<file path="src/rtl/bcpu_thread_scheduler.sv">
// -----------------------------------------------------------------------------
// bcpu_thread_scheduler
// Barrel thread scheduler for the BCPU16 core. It holds a PC and a run/pend
// pair for each thread and issues one thread slot per cycle in round-robin
// order. Write-back results steer each thread's next PC: a jump target, a
// replay of the same PC, or PC+1. Start and stop requests launch and halt
// threads.
//
// Optional feature: define BCPU_SCHED_PERF_COUNTERS_EN to add the
// PERF_ISSUED / PERF_IDLE slot counters.
// -----------------------------------------------------------------------------
module bcpu_thread_scheduler #(
  parameter int                   PC_WIDTH    = 10,
  parameter int                   THREAD_BITS = 2,
  parameter logic [PC_WIDTH-1:0]  RESET_PC    = '0
) (
  input  logic                        CLK,
  input  logic                        RESET_N,
  input  logic                        CE,
  output logic                        ISSUE_VALID,
  output logic [THREAD_BITS-1:0]      ISSUE_THREAD,
  output logic [PC_WIDTH-1:0]         ISSUE_PC,
  input  logic                        WB_VALID,
  input  logic [THREAD_BITS-1:0]      WB_THREAD,
  input  logic                        WB_JMP_EN,
  input  logic [PC_WIDTH-1:0]         WB_JMP_ADDR,
  input  logic                        WB_REPLAY,
  input  logic                        START_EN,
  input  logic [THREAD_BITS-1:0]      START_THREAD,
  input  logic [PC_WIDTH-1:0]         START_PC,
  input  logic                        STOP_EN,
  input  logic [THREAD_BITS-1:0]      STOP_THREAD,
  output logic [2**THREAD_BITS-1:0]   THREAD_RUN,
  output logic [2**THREAD_BITS-1:0]   THREAD_PEND
`ifdef BCPU_SCHED_PERF_COUNTERS_EN
  ,
  output logic [31:0]                 PERF_ISSUED,
  output logic [31:0]                 PERF_IDLE
`endif
);

  localparam int NUM_THREADS = 2**THREAD_BITS;

  // Per-thread state is the {run, pend} pair.
  localparam logic [1:0] ST_IDLE  = 2'b00;
  localparam logic [1:0] ST_RUN   = 2'b10;
  localparam logic [1:0] ST_BUSY  = 2'b11;
  localparam logic [1:0] ST_DRAIN = 2'b01;

  logic [THREAD_BITS-1:0] slot_q, slot_d;
  logic [PC_WIDTH-1:0]    pc_q [NUM_THREADS];
  logic [PC_WIDTH-1:0]    pc_d [NUM_THREADS];
  logic [NUM_THREADS-1:0] run_q, run_d;
  logic [NUM_THREADS-1:0] pend_q, pend_d;
  logic [NUM_THREADS-1:0] wb_hit, stop_hit, start_ok;
  logic                   issue_now;

  logic                   issue_valid_q;
  logic [THREAD_BITS-1:0] issue_thread_q;
  logic [PC_WIDTH-1:0]    issue_pc_q;

  // Next-state for slot, per-thread PC and run/pend, all from pre-edge state.
  always_comb begin
    // NOTE: every variable gets a default before any branch so no latch is inferred.
    slot_d    = slot_q + THREAD_BITS'(1);
    issue_now = run_q[slot_q] & ~pend_q[slot_q];
    wb_hit    = '0;
    stop_hit  = '0;
    start_ok  = '0;
    run_d     = run_q;
    pend_d    = pend_q;
    for (int t = 0; t < NUM_THREADS; t++) begin
      pc_d[t] = pc_q[t];

      // A write-back only counts for a thread that has an instruction in flight.
      wb_hit[t]   = WB_VALID && (WB_THREAD == THREAD_BITS'(t)) && pend_q[t];
      stop_hit[t] = STOP_EN && (STOP_THREAD == THREAD_BITS'(t));
      // Start needs a fully idle thread and loses to a simultaneous stop.
      start_ok[t] = START_EN && (START_THREAD == THREAD_BITS'(t)) &&
                    ({run_q[t], pend_q[t]} == ST_IDLE) && !stop_hit[t];

      if (wb_hit[t]) begin
        if (WB_JMP_EN)       pc_d[t] = WB_JMP_ADDR;
        else if (!WB_REPLAY) pc_d[t] = pc_q[t] + PC_WIDTH'(1);
      end
      if (start_ok[t]) pc_d[t] = START_PC;

      if (stop_hit[t])      run_d[t] = 1'b0;
      else if (start_ok[t]) run_d[t] = 1'b1;

      // Issue and write-back cannot collide: issue needs pend=0, write-back pend=1.
      if (issue_now && (slot_q == THREAD_BITS'(t))) pend_d[t] = 1'b1;
      else if (wb_hit[t])                           pend_d[t] = 1'b0;
    end
  end

  // State and issue registers; everything holds while CE is low.
  always_ff @(posedge CLK or negedge RESET_N) begin
    if (!RESET_N) begin
      slot_q         <= '0;
      run_q          <= NUM_THREADS'(1);
      pend_q         <= '0;
      issue_valid_q  <= 1'b0;
      issue_thread_q <= '0;
      issue_pc_q     <= '0;
      // NOTE: the PC file is a handful of flops, not a RAM, so resetting it is cheap and required.
      for (int t = 0; t < NUM_THREADS; t++) pc_q[t] <= RESET_PC;
    end else if (CE) begin
      // NOTE: non-blocking assignments so every register samples pre-edge values.
      slot_q         <= slot_d;
      run_q          <= run_d;
      pend_q         <= pend_d;
      issue_valid_q  <= issue_now;
      issue_thread_q <= slot_q;
      issue_pc_q     <= pc_q[slot_q];
      for (int t = 0; t < NUM_THREADS; t++) pc_q[t] <= pc_d[t];
    end
  end

  assign ISSUE_VALID  = issue_valid_q;
  assign ISSUE_THREAD = issue_thread_q;
  assign ISSUE_PC     = issue_pc_q;
  assign THREAD_RUN   = run_q;
  assign THREAD_PEND  = pend_q;

`ifdef BCPU_SCHED_PERF_COUNTERS_EN
  logic [31:0] perf_issued_q, perf_idle_q;

  // Exactly one counter advances per enabled cycle, keyed on the issue decision.
  always_ff @(posedge CLK or negedge RESET_N) begin
    if (!RESET_N) begin
      perf_issued_q <= '0;
      perf_idle_q   <= '0;
    end else if (CE) begin
      if (issue_now) perf_issued_q <= perf_issued_q + 32'd1;
      else           perf_idle_q   <= perf_idle_q + 32'd1;
    end
  end

  assign PERF_ISSUED = perf_issued_q;
  assign PERF_IDLE   = perf_idle_q;
`endif

endmodule

</file>
<file path="config.mk">
export PLATFORM = sky130hd
export DESIGN_NAME = bcpu_thread_scheduler
export DESIGN_NICKNAME = d
export VERILOG_FILES = /design/src/rtl/bcpu_thread_scheduler.sv
export SDC_FILE = /design/constraint.sdc
export NUM_CORES = 1
export LEC_CHECK = 0
export CELL_PAD_IN_SITES_DETAIL_PLACEMENT = 0
export CELL_PAD_IN_SITES_GLOBAL_PLACEMENT = 1
export CORE_MARGIN = 1
export CORE_UTILIZATION = 43
export CTS_CLUSTER_DIAMETER = 100
export DETAILED_ROUTE_END_ITERATION = 8
export HOLD_SLACK_MARGIN = 0.15
export PLACE_DENSITY = 0.87
export SYNTH_ARGS = -nofsm -noshare
export SYNTH_HDL_FRONTEND = slang
export SYNTH_SLANG_ARGS = --single-unit
</file>
<file path="constraint.sdc">
create_clock -name CLK -period 1.8 [get_ports CLK]
set_input_delay 0.18 -clock CLK [delete_from_list [all_inputs] [get_ports CLK]]
set_output_delay 0.18 -clock CLK [all_outputs]
set_load 0.02 [all_outputs]
</file>
==> impl_metrics.json, run 1 <==
{
  "synth-seq-cells": 63,
  "pwr-share-clk_pct": 15.7,
  "slew_headroom_pct": 55.1,
  "clk_path_buf_depth": 2,
  "fillers": 811,
  "syn_inst": 427,
  "tightest_slew_ns": 0.674,
  "vias": 3782,
  "yosysTopAreaCellShare_pct": 38.1,
  "finalSetupViolCount": 0,
  "die-area_sq_mm": 0.00987,
  "slew_violations": 0,
  "ys_types": 56,
  "clk_latency_ns": 0.34,
  "dpl-instance-area_sq_mm": 0.00503,
  "fmax_mhz": 580,
  "synthArstFlopShare_pct": 100,
  "viasPerCell": 5.96,
  "start_util_pct": 44.3,
  "yosysTopAreaCell": "dfrtp_1",
  "routed_wl_um": 11700,
  "power_leakage_nw": 2.30,
  "switchingPower_mw": 3.06,
  "p_sw_share_pct": 39.6,
  "power_frac_seq_pct": 38.6,
  "rows": 35,
  "numCtsBuffers": 9,
  "pwr-share-comb_pct": 45.7,
  "arrival_ns": 1.54,
  "ys_top_cells_by_area": "dfrtp_1 (38%), mux4_2 (5.5%), nand2_1 (5.3%), mux2_2 (4.1%), o21ai_0 (4.1%)",
  "rr_endpoint": "THREAD_PEND[1]",
  "post-route-min-period_ns": 1.72,
  "power.density_mw_per_mm2": 1480,
  "detail_route.first_pass.iterations": 5,
  "reg2regPathDepth": 3,
  "regArea_sq_mm": 0.00158,
  "core_area_sq_mm": 0.00920,
  "p_total_mw": 7.73,
  "synth_edf_count": 0,
  "die_w_um": 99.4,
  "antenna_found_initial": 0,
  "clk_pin_slew_ns": 0.07,
  "cts_max_level": 3,
  "antenna_cells": 0,
  "cts_tree": "built",
  "dp_hpwl_um": 8880,
  "gp_congestion": 0.918,
  "syn_area_sq_mm": 0.00408,
  "worstHoldPathType": "in2async",
  "clock_skew_ns": 0.0100,
  "die_h_um": 99.4,
  "drc_errors": 0,
  "stdcell_count": 635,
  "grt_pass1_wl_um": 19200,
  "grt_max_degree": 33,
  "start_kind": "flop",
  "syn_to_final_growth_pct": 28.4,
  "cts.sinks": 63,
  "r2r_setup_slack_ns": 0.10,
  "postCtsSetupRepairBufs": 0,
  "layout-drive-gt1-share_pct": 19.8,
  "power.internal_mw": 4.67,
  "crit_path_max_fanout": 5,
  "grt_use_total_pct": 25.2,
  "ys_top_cells_by_count": "dfrtp_1 (62), nand2_1 (57), o21ai_0 (33)",
  "crit_type": "reg2out",
  "rsz0062_at_grt": "false",
  "outcome": "finished, final reports clean",
  "yosys_warnings": 0,
  "ys_seq_area_share_pct": 38.7,
  "ctsRootBufferMaster": "clkbuf_8",
  "antenna_left": 0,
  "vdd_drop_max_v": 0.000527,
  "drt_first_iter_violations": 320,
  "synth_top_flop_cell": "dfrtp_1",
  "drv_cap": 0,
  "wl_per_cell_um": 18.4,
  "io_pins": 55,
  "multiInputGateArea_sq_mm": 0.00235,
  "grt_pass1_vias": 3723,
  "io_buffers": 54,
  "critPathCaptureType": "output pin",
  "avgSynthCellArea_sq_um": 9.54,
  "fin_nets": 561,
  "overflow": 0,
  "syn_nets": 469,
  "cp.required_ns": 1.62,
  "hold_viol": 0,
  "finalCritPeriodShare_pct": 95.8,
  "fin_area_sq_mm": 0.00523,
  "dp_cells": 618,
  "reg2reg_from": "slot_q[1]",
  "yosysMostFrequentCell": "dfrtp_1"
}
routing by layer:
metal | share of wire, % | vias up | GRT usage (%)
met1 | 45 | 1872 | 35.8
met5 | 0 | - | 0
li1 | - | 1763 | -
met2 | 47 | 132 | 40.0
met4 | 1.3 | 0 | 8.37
met3 | 6.3 | 15 | 3.09
placed cells by master (no fill, tap or decap), types with 5 or more instances in the layout:
cell,Yosys,layout
a21oi_1,24,24
a22o_1,8,8
and3_1,9,9
buf_4,4,41
clkbuf_8,0,10
clkdlybuf4s50_1,0,53
dfrtp_1,62,62
ha_1,8,8
inv_1,11,11
mux2_2,15,15
mux4_2,10,10
nand2_1,57,57
nand3_1,12,12
nand4_1,8,8
nor2_1,29,29
o211ai_1,17,17
o21ai_0,33,33
o21ai_1,12,12
o22ai_1,5,5
xnor2_1,15,15
xor2_1,18,18
registers in the layout, summed over array words and instances, names as in the netlist:
name,flops
pc_q,40
ISSUE_VALID,1
ISSUE_PC,10
slot_q,2
THREAD_PEND,4
ISSUE_THREAD,2
THREAD_RUN,4
how the worst max path moves through the flow:
stage,startpoint,to,slack (ns),depth (start not counted)
after floorplan,THREAD_PEND[2],pc_q[18],0.23,6
after global placement,START_THREAD[0],pc_q[13],-0.10,8
after detailed placement,START_THREAD[1],pc_q[29],-0.15,7
after CTS,THREAD_PEND[3],THREAD_PEND[3],0.08,2
after global routing,pc_q[10],pc_q[14],0.02,6
final,THREAD_PEND[3],THREAD_PEND[3],0.08,2
power by group through the flow:
| stage | Sequential (mW) | Combinational [mW] | Clock (mW) |
|---|---|---|---|
| after floorplan | 2.96 | 2.05 | 0 |
| after detailed placement | 2.97 | 3.50 | 0 |
| after CTS | 2.95 | 3.53 | 1.23 |
| after global placement | 2.94 | 3.42 | 0 |
| after global routing | 3.09 | 3.85 | 1.30 |
| final | 2.98 | 3.54 | 1.21 |
critical path, cell delays in order (launching register included):
cell and delay [ns]:
dfrtp_1 0.41, buf_4 0.18, clkdlybuf4s50_1 0.61
final cells by class:
cell class	instances	share of cell area (%)
clock buffer	12	2.77
multi-input combinational	333	44.9
tap	111	2.65
inverter	12	0.861
timing repair buffer	100	17.8
clock inverter	4	0.861
sequential	63	30.2
logic make-up after synthesis:
| group | share of synthesized area [%] |
|---|---|
| AOI/OAI and AO/OA | 21.0 |
| xor gates and xnor gates | 7.09 |
| adders and majority gates | 2.46 |
| buffers and inverters | 3.81 |
| DFF | 38.7 |
| muxes | 10.7 |
| and+or+nand+nor | 16.3 |
metrics by stage:
step	hold slack [ns]	worst slack, ns	utilization, %	setup TNS [ns]
global placement	0.130	-0.101	54.7	-0.920
CTS	0.305	0.0806	56.8	0
floorplan	-0.116	0.227	-	0
finish	0.297	0.0763	56.9	0
detailed placement	0.134	-0.146	54.7	-1.87
global route	0.324	0.0245	56.9	0
what timing repair did:
item / in CTS / in global routing
resized for setup: 0 / 1
hold buffers: 1 / 0
endpoints found under the hold margin: 48 / 0
endpoints found under the setup margin: 0 / 3
(Power assumes the default switching activity.)
==> run 2, diff against run 1 <==
--- a/config.mk
+++ b/config.mk
@@ -12,6 +12,7 @@
 export CTS_CLUSTER_DIAMETER = 100
 export DETAILED_ROUTE_END_ITERATION = 8
 export HOLD_SLACK_MARGIN = 0.15
+export MAX_ROUTING_LAYER = met4
 export PLACE_DENSITY = 0.87
 export SYNTH_ARGS = -nofsm -noshare
 export SYNTH_HDL_FRONTEND = slang
==> constraint.sdc (replaced) <==
create_clock -name CLK -period 1.7 [get_ports CLK]
set_input_delay 0.17 -clock CLK [delete_from_list [all_inputs] [get_ports CLK]]
set_output_delay 0.17 -clock CLK [all_outputs]
set_load 0.02 [all_outputs]
==> run 2 against run 1 <==
Final cell count increased by 1.6%. Utilization rose by 1.1 points. Critical path depth stayed put. Largest power group unchanged. Combinational power grew 12%.
==> impl_metrics.json, run 2 (synthesis results as in run 1) <==
{
  "outcome": "finished, final reports clean",
  "fin_area_sq_mm": 0.00533,
  "final_cell_mix": "dfrtp_1 (62), nand2_1 (57), buf_4 (50)",
  "wl_met1_um": 5270,
  "overflow": 0,
  "top_layer_used": "met4",
  "fin_nets": 571,
  "antenna_found_initial": 0,
  "syn_to_final_growth_pct": 30.9,
  "grt_max_degree": 33,
  "cts_max_level": 3,
  "wl_met3_um": 880,
  "viasPerCell": 6.04,
  "core_area_sq_mm": 0.00920,
  "fin_util_pct": 58.0,
  "grt_use_total_pct": 25.8,
  "clk_latency_ns": 0.34,
  "postCtsSetupRepairBufs": 0,
  "grt_pass1_vias": 3595,
  "crit_path_max_fanout": 4,
  "wl_per_cell_um": 18.8,
  "post-route-min-period_ns": 1.66,
  "dp_hpwl_um": 9190,
  "power.density_mw_per_mm2": 1570,
  "arrival_ns": 1.49,
  "die_h_um": 99.4,
  "critPathCaptureType": "output pin",
  "gp_congestion": 0.937,
  "finalSetupViolCount": 0,
  "clk_pin_slew_ns": 0.07,
  "reg2reg_from": "pc_q[32]",
  "setup_ws_ns": 0.0355,
  "vdd_drop_max_v": 0.000512,
  "mostFrequentLayoutCell": "dfrtp_1",
  "clk_path_buf_depth": 2,
  "hold_viol": 0,
  "finalCritPeriodShare_pct": 97.9,
  "worstHoldPathType": "in2async",
  "rows": 35,
  "fmax_mhz": 601,
  "power_leakage_nw": 2.39,
  "io_pins": 55,
  "slew_headroom_pct": 66.4,
  "grt_pass1_wl_um": 19000,
  "drv_cap": 0,
  "antenna_cells": 0,
  "place_ws_ns": -0.258,
  "cts.sinks": 63,
  "routed_wl_um": 12100,
  "numCtsBuffers": 9,
  "die-area_sq_mm": 0.00987,
  "ctsRootBufferMaster": "clkbuf_8",
  "detail_route.first_pass.iterations": 5,
  "die_w_um": 99.4,
  "start_util_pct": 44.3,
  "dpl-instance-area_sq_mm": 0.00511,
  "clock_skew_ns": 0.00639,
  "antenna_left": 0,
  "crit_path_start": "THREAD_PEND[2]",
  "cts_tree": "built",
  "io_buffers": 54,
  "largest_register_ffs": 40,
  "regMostFlops": "pc_q",
  "p_total_mw": 8.38,
  "dr_wl_met2_um": 5740,
  "crit_type": "reg2out",
  "vias": 3899,
  "layout-drive-gt1-share_pct": 21.3,
  "start_kind": "flop",
  "slew_violations": 0,
  "cp.required_ns": 1.53,
  "drt_first_iter_violations": 433,
  "drc_errors": 0,
  "tightest_slew_ns": 0.504
}
[run 2: final timing paths]
check                                  endpoint  slack, ns  cells past startpoint
worst max-delay path             THREAD_PEND[2]       0.04                      2
worst min-delay path            ISSUE_THREAD[1]       0.33                      2
worst max register to register         pc_q[39]       0.10                      5
worst min register to register      ISSUE_VALID       0.49                      1
max in group asynchronous              pc_q[34]       0.74                      3
min in group CLK                 THREAD_PEND[0]       0.48                      3
[run 2: area by class of cell]
type,count,area [sq um]
repair buffers,110,1030
fillers,792,3860
clock buffers,12,145
inverters,12,45.0
flip-flops and latches,63,1580
multi-input cells,333,2350
clock inverters,4,45.0
well taps,111,139
[run 2: where the power goes]
group          switching [mW]  leakage, nW  total [mW]  internal [mW]
combinational            1.84         1.52        3.96           2.12
sequential              0.891        0.773        3.10           2.21
clock                   0.599        0.100        1.31          0.712
total                    3.33         2.39        8.38           5.05
[run 2: metrics by stage]
stage               instances  hold slack [ns]  setup TNS, ns
floorplan                 427           -0.126              0
global placement          628            0.161          -3.76
detailed placement        628            0.168          -6.09
CTS                       645            0.340              0
global route              645            0.365       -0.00621
finish                    645            0.327              0
[run 2: timing repair]
action	4_1_cts	5_1_grt
hold endpoints to repair	18	0
setup endpoints to repair	1	7
hold buffers	1	0
resized for setup	1	6
gates cloned	0	0
pin swaps	0	0
[run 2: critical path, cell delays in order (launching register included)]
cell	delay (ns)
dfrtp_1	0.38
buf_4	0.17
clkdlybuf4s50_1	0.61
[run 2: routing by layer]
layer	vias to the layer above	GRT usage (%)
li1	1777	-
met3	39	3.30
met1	1893	35.6
met4	0	9.28
met5	-	-
met2	190	39.0
==> run 3, diff against run 2 <==
--- a/config.mk
+++ b/config.mk
@@ -8,12 +8,14 @@
 export CELL_PAD_IN_SITES_DETAIL_PLACEMENT = 0
 export CELL_PAD_IN_SITES_GLOBAL_PLACEMENT = 1
 export CORE_MARGIN = 1
-export CORE_UTILIZATION = 43
+export CORE_UTILIZATION = 48
 export CTS_CLUSTER_DIAMETER = 100
 export DETAILED_ROUTE_END_ITERATION = 8
+export DONT_BUFFER_PORTS = 1
 export HOLD_SLACK_MARGIN = 0.15
 export MAX_ROUTING_LAYER = met4
-export PLACE_DENSITY = 0.87
+export PLACE_DENSITY = 0.84
 export SYNTH_ARGS = -nofsm -noshare
 export SYNTH_HDL_FRONTEND = slang
 export SYNTH_SLANG_ARGS = --single-unit
+export TNS_END_PERCENT = 50
==> run 3 against run 2 <==
Wire length grew 2.7%. Register-to-register slack lost 0.05 ns. Flip-flop and latch count is the same. Critical path type is now in2reg. Setup slack lost 0.0075 ns.
==> impl_metrics.json, run 3 (synthesis results as in run 1) <==
{
  "clk_path_buf_depth": 2,
  "start_util_pct": 49.6,
  "outcome": "finished, final reports clean",
  "cts.sinks": 63,
  "crit_type": "in2reg",
  "rsz0062_at_grt": "false",
  "io_buffers": 0,
  "drt_first_iter_violations": 315,
  "layout-drive-gt1-share_pct": 19.7,
  "power_leakage_nw": 2.10,
  "final_cell_mix": "dfrtp_1 (61), nand2_1 (57), o21ai_0 (32)",
  "grt_use_met1_pct": 39.8,
  "drc_errors": 0,
  "die-area_sq_mm": 0.00886,
  "viasPerCell": 6.40,
  "ctsRootBufferMaster": "clkbuf_8",
  "gp_congestion": 0.867,
  "grt_most_used_layer": "met2",
  "grt_pass1_vias": 3646,
  "overflow": 0,
  "antenna_left": 0,
  "path_cells": "dlygate4sd3_1 -> or3b_4 -> dlygate4sd3_1 -> o22a_2",
  "slew_headroom_pct": 41.9,
  "crit_family": "buffers and inverters",
  "die_h_um": 94.1,
  "antenna_cells": 0,
  "numCtsBuffers": 9,
  "critPathCaptureType": "flop",
  "fin_nets": 510,
  "regArea_sq_mm": 0.00158,
  "fillers": 725,
  "core_area_sq_mm": 0.00822,
  "dp_hpwl_um": 8270,
  "cts_tree": "built",
  "largest_register_ffs": 40,
  "clock_skew_ns": 0.0110,
  "io_pins": 55,
  "finalCritPeriodShare_pct": 98.4,
  "finalSetupViolCount": 0,
  "antenna_found_initial": 0,
  "cpMostUsedCell": "dlygate4sd3_1",
  "grt_pass1_wl_um": 19300,
  "syn_to_final_growth_pct": 19.1,
  "dp_cells": 536,
  "detail_route.first_pass.iterations": 5,
  "start_kind": "input port",
  "mostFrequentLayoutCell": "dfrtp_1",
  "post-route-min-period_ns": 1.67,
  "cts_max_level": 3,
  "slew_violations": 0,
  "grt_max_degree": 64,
  "crit_buf_inv": 2,
  "clk_latency_ns": 0.35,
  "multiInputGateArea_sq_mm": 0.00239,
  "power.density_mw_per_mm2": 1670,
  "cp.required_ns": 1.99,
  "regMostFlops": "pc_q",
  "gr-usage-met3_pct": 6.23,
  "rows": 33,
  "gr-usage-met2_pct": 46.0,
  "vias": 3700,
  "fmax_mhz": 598,
  "crit_path_max_fanout": 6,
  "critPathSlowestCell": "dlygate4sd3_1",
  "drv_cap": 0,
  "vdd_drop_max_v": 0.000598,
  "setup_tns_ns": 0,
  "arrival_ns": 1.96,
  "routed_wl_um": 12500,
  "grt_use_total_pct": 30.2,
  "stdcell_count": 578,
  "hold_viol": 0,
  "slowest_delay_ns": 0.59,
  "tightest_slew_ns": 0.868,
  "clk_pin_slew_ns": 0.08,
  "wl_per_cell_um": 21.6,
  "worstHoldPathType": "in2reg",
  "die_w_um": 94.1
}
## run 3: cell count changes in the layout (fill, tap and decap cells not counted), moves of 2 or more
cell and change:
dlygate4sd3_1 +19, nand3_2 +2, dlymetal6s2s_1 -3, clkinv_2 -2
clkdlybuf4s50_1 -49, buf_4 -27
## run 3: layout make-up
| class | count | share of cell area, % |
|---|---|---|
| Multi-Input combinational cell | 334 | 49.3 |
| Sequential cell | 63 | 32.5 |
| Timing Repair Buffer | 48 | 9.90 |
| Clock buffer | 11 | 2.91 |
| Tap cell | 105 | 2.71 |
| Clock inverter | 5 | 1.68 |
| Inverter | 12 | 0.928 |
## run 3: worst paths after layout
kind | start | end | slack, ns | cells past startpoint
min in group asynchronous | RESET_N | THREAD_PEND[0] | 0.35 | 2
hold / removal | WB_JMP_ADDR[1] | pc_q[31] | 0.15 | 4
hold reg to reg | pc_q[10] | pc_q[10] | 0.53 | 2
setup reg to reg | pc_q[20] | pc_q[24] | 0.05 | 6
setup / recovery | STOP_THREAD[0] | THREAD_RUN[0] | 0.03 | 4
max in group asynchronous | RESET_N | THREAD_RUN[0] | 1.05 | 2
## run 3: power by group
| part | switching (mW) | internal, mW | total (mW) |
|---|---|---|---|
| registers | 0.995 | 2.21 | 3.21 |
| clock network | 0.632 | 0.866 | 1.50 |
| logic | 1.64 | 1.76 | 3.40 |
## run 3: tightest hold or removal path: stages
cell	delay [ns]
mux2i_1	0.05
nor2_1	0.08
a21oi_1	0.05
o21ai_0	0.12
## run 3: what timing repair did
| action | 4_1_cts | 5_1_grt |
|---|---|---|
| hold buffers | 21 | 0 |
| endpoints found under the setup margin | 0 | 15 |
| resized for setup | 0 | 10 |
| endpoints found under the hold margin | 121 | 0 |
| setup buffers | 0 | 4 |
## run 3: per-layer routing
metal  part of all wire [%]  up-vias  routed length [um]
met2                     46      185                5740
li1                       -     1658                   -
met3                    8.5       23                1060
met5                      0        -                   0
met4                    2.0        0                 254
met1                     43     1834                5410
## run 3: metrics by stage
step	cell area, sq um	utilization [%]	worst slack [ns]	total power [mW]	hold WS [ns]
after global routing	4850	59.1	0.00285	8.60	0.160
after global placement	4320	52.6	0.120	6.23	-0.124
after floorplan	4080	-	0.127	5.30	-0.126
after detailed placement	4320	52.6	0.0736	6.35	-0.124
after CTS	4770	58.0	0.0511	7.99	0.151
final	4850	59.1	0.0280	8.11	0.146
